File: config.mk
export PLATFORM = sky130hd
export DESIGN_NAME = buzzer_song_player
export DESIGN_NICKNAME = d
export VERILOG_FILES = /design/src/rtl/song_pkg.sv /design/src/rtl/tone_gen.sv /design/src/rtl/buzzer_song_player.sv
export SDC_FILE = /design/constraint.sdc
export NUM_CORES = 1
export LEC_CHECK = 0
export ABC_AREA = 1
export ABC_CLOCK_PERIOD_IN_PS = 5700
export BUFFER_PORTS_ARGS = -buffer_cell sky130_fd_sc_hd__buf_2
export CORE_MARGIN = 2
export CORE_UTILIZATION = 64
export DETAILED_ROUTE_END_ITERATION = 8
export PLACE_DENSITY_LB_ADDON = 0.08
export SYNTH_ARGS = -nofsm -noshare
export SYNTH_HDL_FRONTEND = slang
export SYNTH_HIERARCHICAL = 1
export SYNTH_SLANG_ARGS = --single-unit
File: constraint.sdc
create_clock -name clk -period 5.7 [get_ports clk]
set_clock_uncertainty 0.05 [all_clocks]
set_input_delay 1.425 -clock clk [delete_from_list [all_inputs] [get_ports clk]]
set_output_delay 1.425 -clock clk [all_outputs]
set_load 0.005 [all_outputs]
File: src/rtl/song_pkg.sv
// Shared types and tables for the buzzer song player: FSM states, note-code width,
// tone half-period table (100 MHz clock) and the two song ROMs.
package song_pkg;

  localparam int NOTE_W = 4;
  localparam int HALF_W = 18;

  typedef enum logic [1:0] {
    IDLE,
    NOTE,
    GAP,
    FINISH
  } state_t;

  // Half-period in clock cycles for each note code; codes 0 and 15 are rests
  localparam logic [HALF_W-1:0] HALF [16] = '{
    18'd0,
    18'd191113, 18'd170265, 18'd151686, 18'd143173, 18'd127551, 18'd113636, 18'd101239,
    18'd95557,  18'd85131,  18'd75843,  18'd71586,  18'd63776,  18'd56818,  18'd50619,
    18'd0
  };

  localparam logic [NOTE_W-1:0] SONG_A [16] = '{
    4'd1, 4'd1, 4'd5, 4'd5, 4'd6, 4'd6, 4'd5, 4'd0,
    4'd4, 4'd4, 4'd3, 4'd3, 4'd2, 4'd2, 4'd1, 4'd15
  };

  localparam logic [NOTE_W-1:0] SONG_B [16] = '{
    4'd8,  4'd10, 4'd12, 4'd8,  4'd12, 4'd14, 4'd13, 4'd0,
    4'd9,  4'd11, 4'd13, 4'd9,  4'd14, 4'd12, 4'd10, 4'd15
  };

  function automatic logic is_rest(input logic [NOTE_W-1:0] code);
    return (code == 4'd0) || (code == 4'd15);
  endfunction

  // A shift that collapses the half-period to zero is clamped to one cycle
  function automatic logic [HALF_W-1:0] shifted_half(input logic [NOTE_W-1:0] code,
                                                     input int shift);
    logic [HALF_W-1:0] hp;
    hp = HALF[code] >> shift;
    return (hp == '0) ? HALF_W'(1) : hp;
  endfunction

endpackage

File: src/rtl/tone_gen.sv
// Square-wave tone generator: divider counts 0..half_period-1 and toggles the output
// at terminal count; held in reset (counter 0, wave 0) whenever enable is low.
module tone_gen
  import song_pkg::*;
(
  input  logic              clk,
  input  logic              rst,
  input  logic              enable,
  input  logic [HALF_W-1:0] half_period,
  output logic              wave
);

  logic [HALF_W-1:0] div_cnt;

  always_ff @(posedge clk) begin
    if (rst || !enable) begin
      div_cnt <= '0;
      wave    <= 1'b0;
    end else if (div_cnt == half_period - HALF_W'(1)) begin
      div_cnt <= '0;
      wave    <= ~wave;
    end else begin
      div_cnt <= div_cnt + HALF_W'(1);
    end
  end

endmodule

File: src/rtl/buzzer_song_player.sv
// Plays one of two 16-note songs on a buzzer when i_play rises.
// Define SONG_LOOP_EN to repeat the song until i_stop or rst instead of finishing.
module buzzer_song_player
  import song_pkg::*;
#(
  parameter int NOTE_CYCLES = 25_000_000,
  parameter int GAP_CYCLES  = 2_500_000,
  parameter int TONE_SHIFT  = 0
) (
  input  logic clk,
  input  logic rst,
  input  logic i_play,
  input  logic i_song_sel,
  input  logic i_stop,
  output logic o_buzzer,
  output logic o_busy,
  output logic o_done
);

  localparam int DUR_W = $clog2(NOTE_CYCLES + 1);
  localparam logic [DUR_W-1:0] NOTE_LAST = DUR_W'(NOTE_CYCLES - 1);
  localparam logic [DUR_W-1:0] GAP_LAST  = DUR_W'(GAP_CYCLES - 1);

  state_t            state;
  logic [3:0]        note_idx;
  logic              song_sel;
  logic [DUR_W-1:0]  dur_cnt;
  logic              play_p1;
  logic              play_armed;

  logic [NOTE_W-1:0] code;
  logic [HALF_W-1:0] half_period;
  logic              play_rise;
  logic              note_last;
  logic              tone_en;

  // play_armed blocks a start until i_play has been seen low after reset
  always_comb begin
    code        = song_sel ? SONG_B[note_idx] : SONG_A[note_idx];
    half_period = shifted_half(code, TONE_SHIFT);
    play_rise   = i_play && !play_p1 && play_armed;
    note_last   = (state == NOTE) && (dur_cnt == NOTE_LAST);
    tone_en     = (state == NOTE) && !i_stop && !note_last && !is_rest(code);
  end

  tone_gen u_tone_gen (
    .clk         (clk),
    .rst         (rst),
    .enable      (tone_en),
    .half_period (half_period),
    .wave        (o_buzzer)
  );

  always_ff @(posedge clk) begin
    if (rst) begin
      state      <= IDLE;
      note_idx   <= '0;
      song_sel   <= 1'b0;
      dur_cnt    <= '0;
      play_p1    <= 1'b0;
      play_armed <= 1'b0;
      o_busy     <= 1'b0;
      o_done     <= 1'b0;
    end else begin
      play_p1 <= i_play;
      if (!i_play) play_armed <= 1'b1;
      o_done <= 1'b0;
      case (state)
        IDLE: begin
          if (play_rise && !i_stop) begin
            song_sel <= i_song_sel;
            note_idx <= '0;
            dur_cnt  <= '0;
            state    <= NOTE;
            o_busy   <= 1'b1;
          end
        end
        NOTE: begin
          if (i_stop) begin
            state   <= IDLE;
            dur_cnt <= '0;
            o_busy  <= 1'b0;
          end else if (dur_cnt == NOTE_LAST) begin
            dur_cnt <= '0;
            state   <= GAP;
          end else begin
            dur_cnt <= dur_cnt + DUR_W'(1);
          end
        end
        GAP: begin
          if (i_stop) begin
            state   <= IDLE;
            dur_cnt <= '0;
            o_busy  <= 1'b0;
          end else if (dur_cnt == GAP_LAST) begin
            dur_cnt <= '0;
`ifdef SONG_LOOP_EN
            note_idx <= note_idx + 4'd1;
            state    <= NOTE;
`else
            if (note_idx == 4'd15) begin
              state  <= FINISH;
              o_busy <= 1'b0;
              o_done <= 1'b1;
            end else begin
              note_idx <= note_idx + 4'd1;
              state    <= NOTE;
            end
`endif
          end else begin
            dur_cnt <= dur_cnt + DUR_W'(1);
          end
        end
        FINISH: state <= IDLE;
        default: state <= IDLE;
      endcase
    end
  end

endmodule

==> out/summary.log <==
[setup_path] critical-path cell with the highest stage delay dfxtp_1
[synth] Syn. warnings 6
[timing] final number of max-transition violations 0
[floorplan] x dimension of the die 90.1 µm
[floorplan] die height 90.1 µm
[setup_path] delay of the slowest critical-path stage 470 ps
[synth] share of the yosys chip area belonging to registers 0.232
[clock_tree] buffer depth of the longest clock path 2
[global_route] overflow left after global routing 0
[synth] flops & latches, synth 55
[layout] antenna fix cells 0
[timing] worst slew pin tran 654 ps
[clock_tree] master cell of the clock root buffer clkbuf_8
[power_and_ir_drop] worst voltage drop across the vdd grid 0.280 mV
[drt] Via Count 4684
[placement] hpwl dp 8.77 mm
[setup_path] critical path required time 5850 ps
[clock_tree] clock sinks 55
[drt] vias per inst 5.42
[floorplan] starting density of the core 0.657
[setup_path] buffers plus inverters on the worst setup path 5
[synth] post-synthesis async set-or-reset flop share 0
[drt] detail-routed net length per standard cell 12.9 µm
[layout] ratio of cells with drive above 1 in the final layout 0.0953
[synth] Gate Count Post-Synth 764
[global_route] global-route wire length before repair 19.5 mm
[power_and_ir_drop] power density over the cells 359 nW/µm²
[min_path] kind of path behind the tightest hold check flip-flop to flip-flop
[layout] final core utilization 0.677
[clock_tree] post-CTS setup buffer count 0
[synth] main flop type after synthesis dfxtp_1
[timing] final hold vios 0
[floorplan] # rows 31
[clock_tree] # H-tree levels 2
[synth] post-synthesis instance area 4740 µm²
[setup_path] delay-heaviest family, CP simple AND/OR/NAND/NOR gates
[global_route] antenna violations before repair 0
[synth] Synth area leader dfxtp_1
[synth] dominant combinational cell family by area after synthesis simple AND/OR/NAND/NOR gates
[flow_run] count of max-cap constraint violations 0
[synth] Synth Area in Simple Gates 0.462
[placement] count of buffers from port buffering 7
[layout] final net count 793
[synth] area share of the leading cell type in the synthesized netlist 0.232
[setup_path] highest net fanout along the worst path 18
[setup_path] critical path capture point type flip-flop
[timing] total negative setup slack 0 ps
[timing] clock period minus worst slack 4580 ps
[placement] worst-case setup slack after placement 1150 ps
[floorplan] number of placed I/O pins 8
[drt] count of unresolved DRC violations after routing 0
[setup_path] critical setup path kind flip-flop to flip-flop
[drt] Detailed Route Iter0 Violations 150
[layout] final non-filler cell total 865
[setup_path] Setup crit start kind flip-flop
[synth] share of the synthesized netlist area taken by xor and xnor gates 0.0573
[timing] setup violation total in the final timing report 0
[synth] mean post-synth cell area 6.21 µm²
[synth] cells taking the most area after synthesis dfxtp_1, nand2_1, inv_1, nor2_1, nand3_1
[synth] Compound-Gate Fraction of Synth Area 0.0712
[power_and_ir_drop] Static Leakage 2.20 nW
[clock_tree] post-cts sizing count 0
[setup_path] data arrival time of the critical path 4740 ps
[setup_path] crit-path most repeated cell nand2_1
[timing] maximum operating frequency 0.218 GHz
[synth] arithmetic-cell share of the synthesized area counting full adders, half adders and majority gates 0.0607
[floorplan] die area 8110 µm²
[outcome] result of the run finished, final reports clean
[layout] fill cell total of the finished layout 687
[clock_tree] Inserted Clock Buffers 5
[drt] iteration count of the initial detailed-routing pass 5
[clock_tree] clock transition at the registers of the reported paths 100 ps
[synth] EDFF count, synth 0
[placement] Placed Instances 857
[synth] post-synth cell types 45
[drt] total routed wirelength 11.2 mm
[clock_tree] CTS tree built
[layout] Area Overhead vs Synth 2.96%
[drt] number of nets still failing antenna checks after routing 0
[timing] period utilization 0.804
[floorplan] placeable core area 7210 µm²
[global_route] Tot GR Track Use 0.281
[clock_tree] hold buffers post-CTS 0
[synth] multiplexer share of the synthesized area 0
[global_route] largest net degree at the start of global routing 19
[timing] PnR worst setup slack 1120 ps
[clock_tree] clock latency of the later-clocked register in the worst-skew pair 310 ps
[timing] setup repair after global routing missed its margin no
[global_route] via count of the first global-routing pass 4538
[synth] synthesized net count 792
[placement] routability congestion estimate 0.933
[timing] normalized max-slew margin 0.564
-- power breakdown --
part,internal [mW],total [mW],switching (mW)
sequential,0.403,0.426,0.0223
combinational,0.333,1.06,0.731
clock,0.133,0.263,0.130
total,0.869,1.75,0.883
-- cell usage after synthesis, types with 3 or more instances --
cell and n:
dfxtp_1 55, nand2_4 6, inv_1 105, nand2_2 9, buf_6 6, nand3_2 4, nor3_1 20, o21ai_0 13
o21ai_2 3, nand3b_1 7, ha_1 23, o21ai_1 4, nand3_1 62, nor2_1 100, inv_2 5, nor2_2 21
nand2_1 210, nor3b_1 3, nor4_1 5, nor2_4 3, nand4_1 17, xnor2_1 12, xor2_1 19, a21oi_1 25
a211oi_1 4
-- placed cells by master (no fill, tap or decap), drive strengths merged, types with 4 or more instances in the layout --
| cell type | instances |
|---|---|
| clkbuf | 6 |
| nor3b | 4 |
| ha | 23 |
| nor2 | 124 |
| a21oi | 26 |
| nand2 | 225 |
| nand3 | 67 |
| xor2 | 19 |
| o21ai | 21 |
| nand4 | 17 |
| dfxtp | 55 |
| buf | 7 |
| nor3 | 21 |
| xnor2 | 12 |
| a211oi | 4 |
| inv | 112 |
| nand3b | 8 |
| nor4 | 5 |
-- flip-flops by register name, indices dropped and copies added, names as in the netlist --
signal              flops
u_tone_gen/wave         1
u_tone_gen/div_cnt     18
o_busy                  1
dur_cnt                25
note_idx                4
play_armed              1
song_sel                1
play_p1                 1
o_done                  1
state                   2
-- area by class of cell --
class / count / area, µm² / share of cell area
Multi-Input combinational cell: 585 / 3090 / 0.633
Clock inverter: 2 / 38.8 / 0.00794
Sequential cell: 55 / 1100 / 0.226
Timing Repair Buffer: 7 / 35.0 / 0.00718
Inverter: 111 / 422 / 0.0864
Tap cell: 99 / 124 / 0.0254
Clock buffer: 6 / 72.6 / 0.0149
-- cells by family after synthesis --
| group | Yosys count |
|---|---|
| flip-flops | 55 |
| AND/OR/NAND/NOR | 474 |
| adder cells (fa/ha/maj) | 23 |
| buffers and inverters | 124 |
| XOR/XNOR | 31 |
| AO/OA/AOI/OAI | 57 |
-- worst min-delay path, delay by kind of cell, from the launching register on --
kind	cells	cell delay, ps
buffers and inverters	1	50
AOI/OAI and AO/OA	1	50
DFF	1	330
-- path summary, 6_finish.rpt --
kind	start	to	slack (ps)	cells after the start
setup / recovery	note_idx[1]$_SDFFE_PP0P_	u_tone_gen/div_cnt[1]$_SDFF_PP0_	1120	31
hold / removal	o_busy$_SDFFE_PP0P_	o_busy$_SDFFE_PP0P_	430	2
setup reg to reg	note_idx[1]$_SDFFE_PP0P_	u_tone_gen/div_cnt[1]$_SDFF_PP0_	1120	31
hold reg to reg	o_busy$_SDFFE_PP0P_	o_busy$_SDFFE_PP0P_	430	2
-- through the flow --
stage                     cell area [µm²]  hold WS [ps]  total power [mW]
final                                4880           425              1.75
after global routing                 4880           446              1.94
after CTS                            4880           429              1.75
after detailed placement             4770           411              1.48
after global placement               4770           386              1.47
after floorplan                      4740           390              1.31
-- per-layer routing --
| layer | routed length (µm) | part of all wire | vias to the layer above | GRT usage |
|---|---|---|---|---|
| met1 | 4810 | 0.43 | 2103 | 0.328 |
| met4 | 420 | 0.038 | 0 | 0.131 |
| met2 | 5510 | 0.49 | 126 | 0.512 |
| met5 | 0 | 0 | - | 0 |
| li1 | - | - | 2417 | - |
| met3 | 444 | 0.040 | 38 | 0.0319 |
Power figures use the tool's default switching activity.
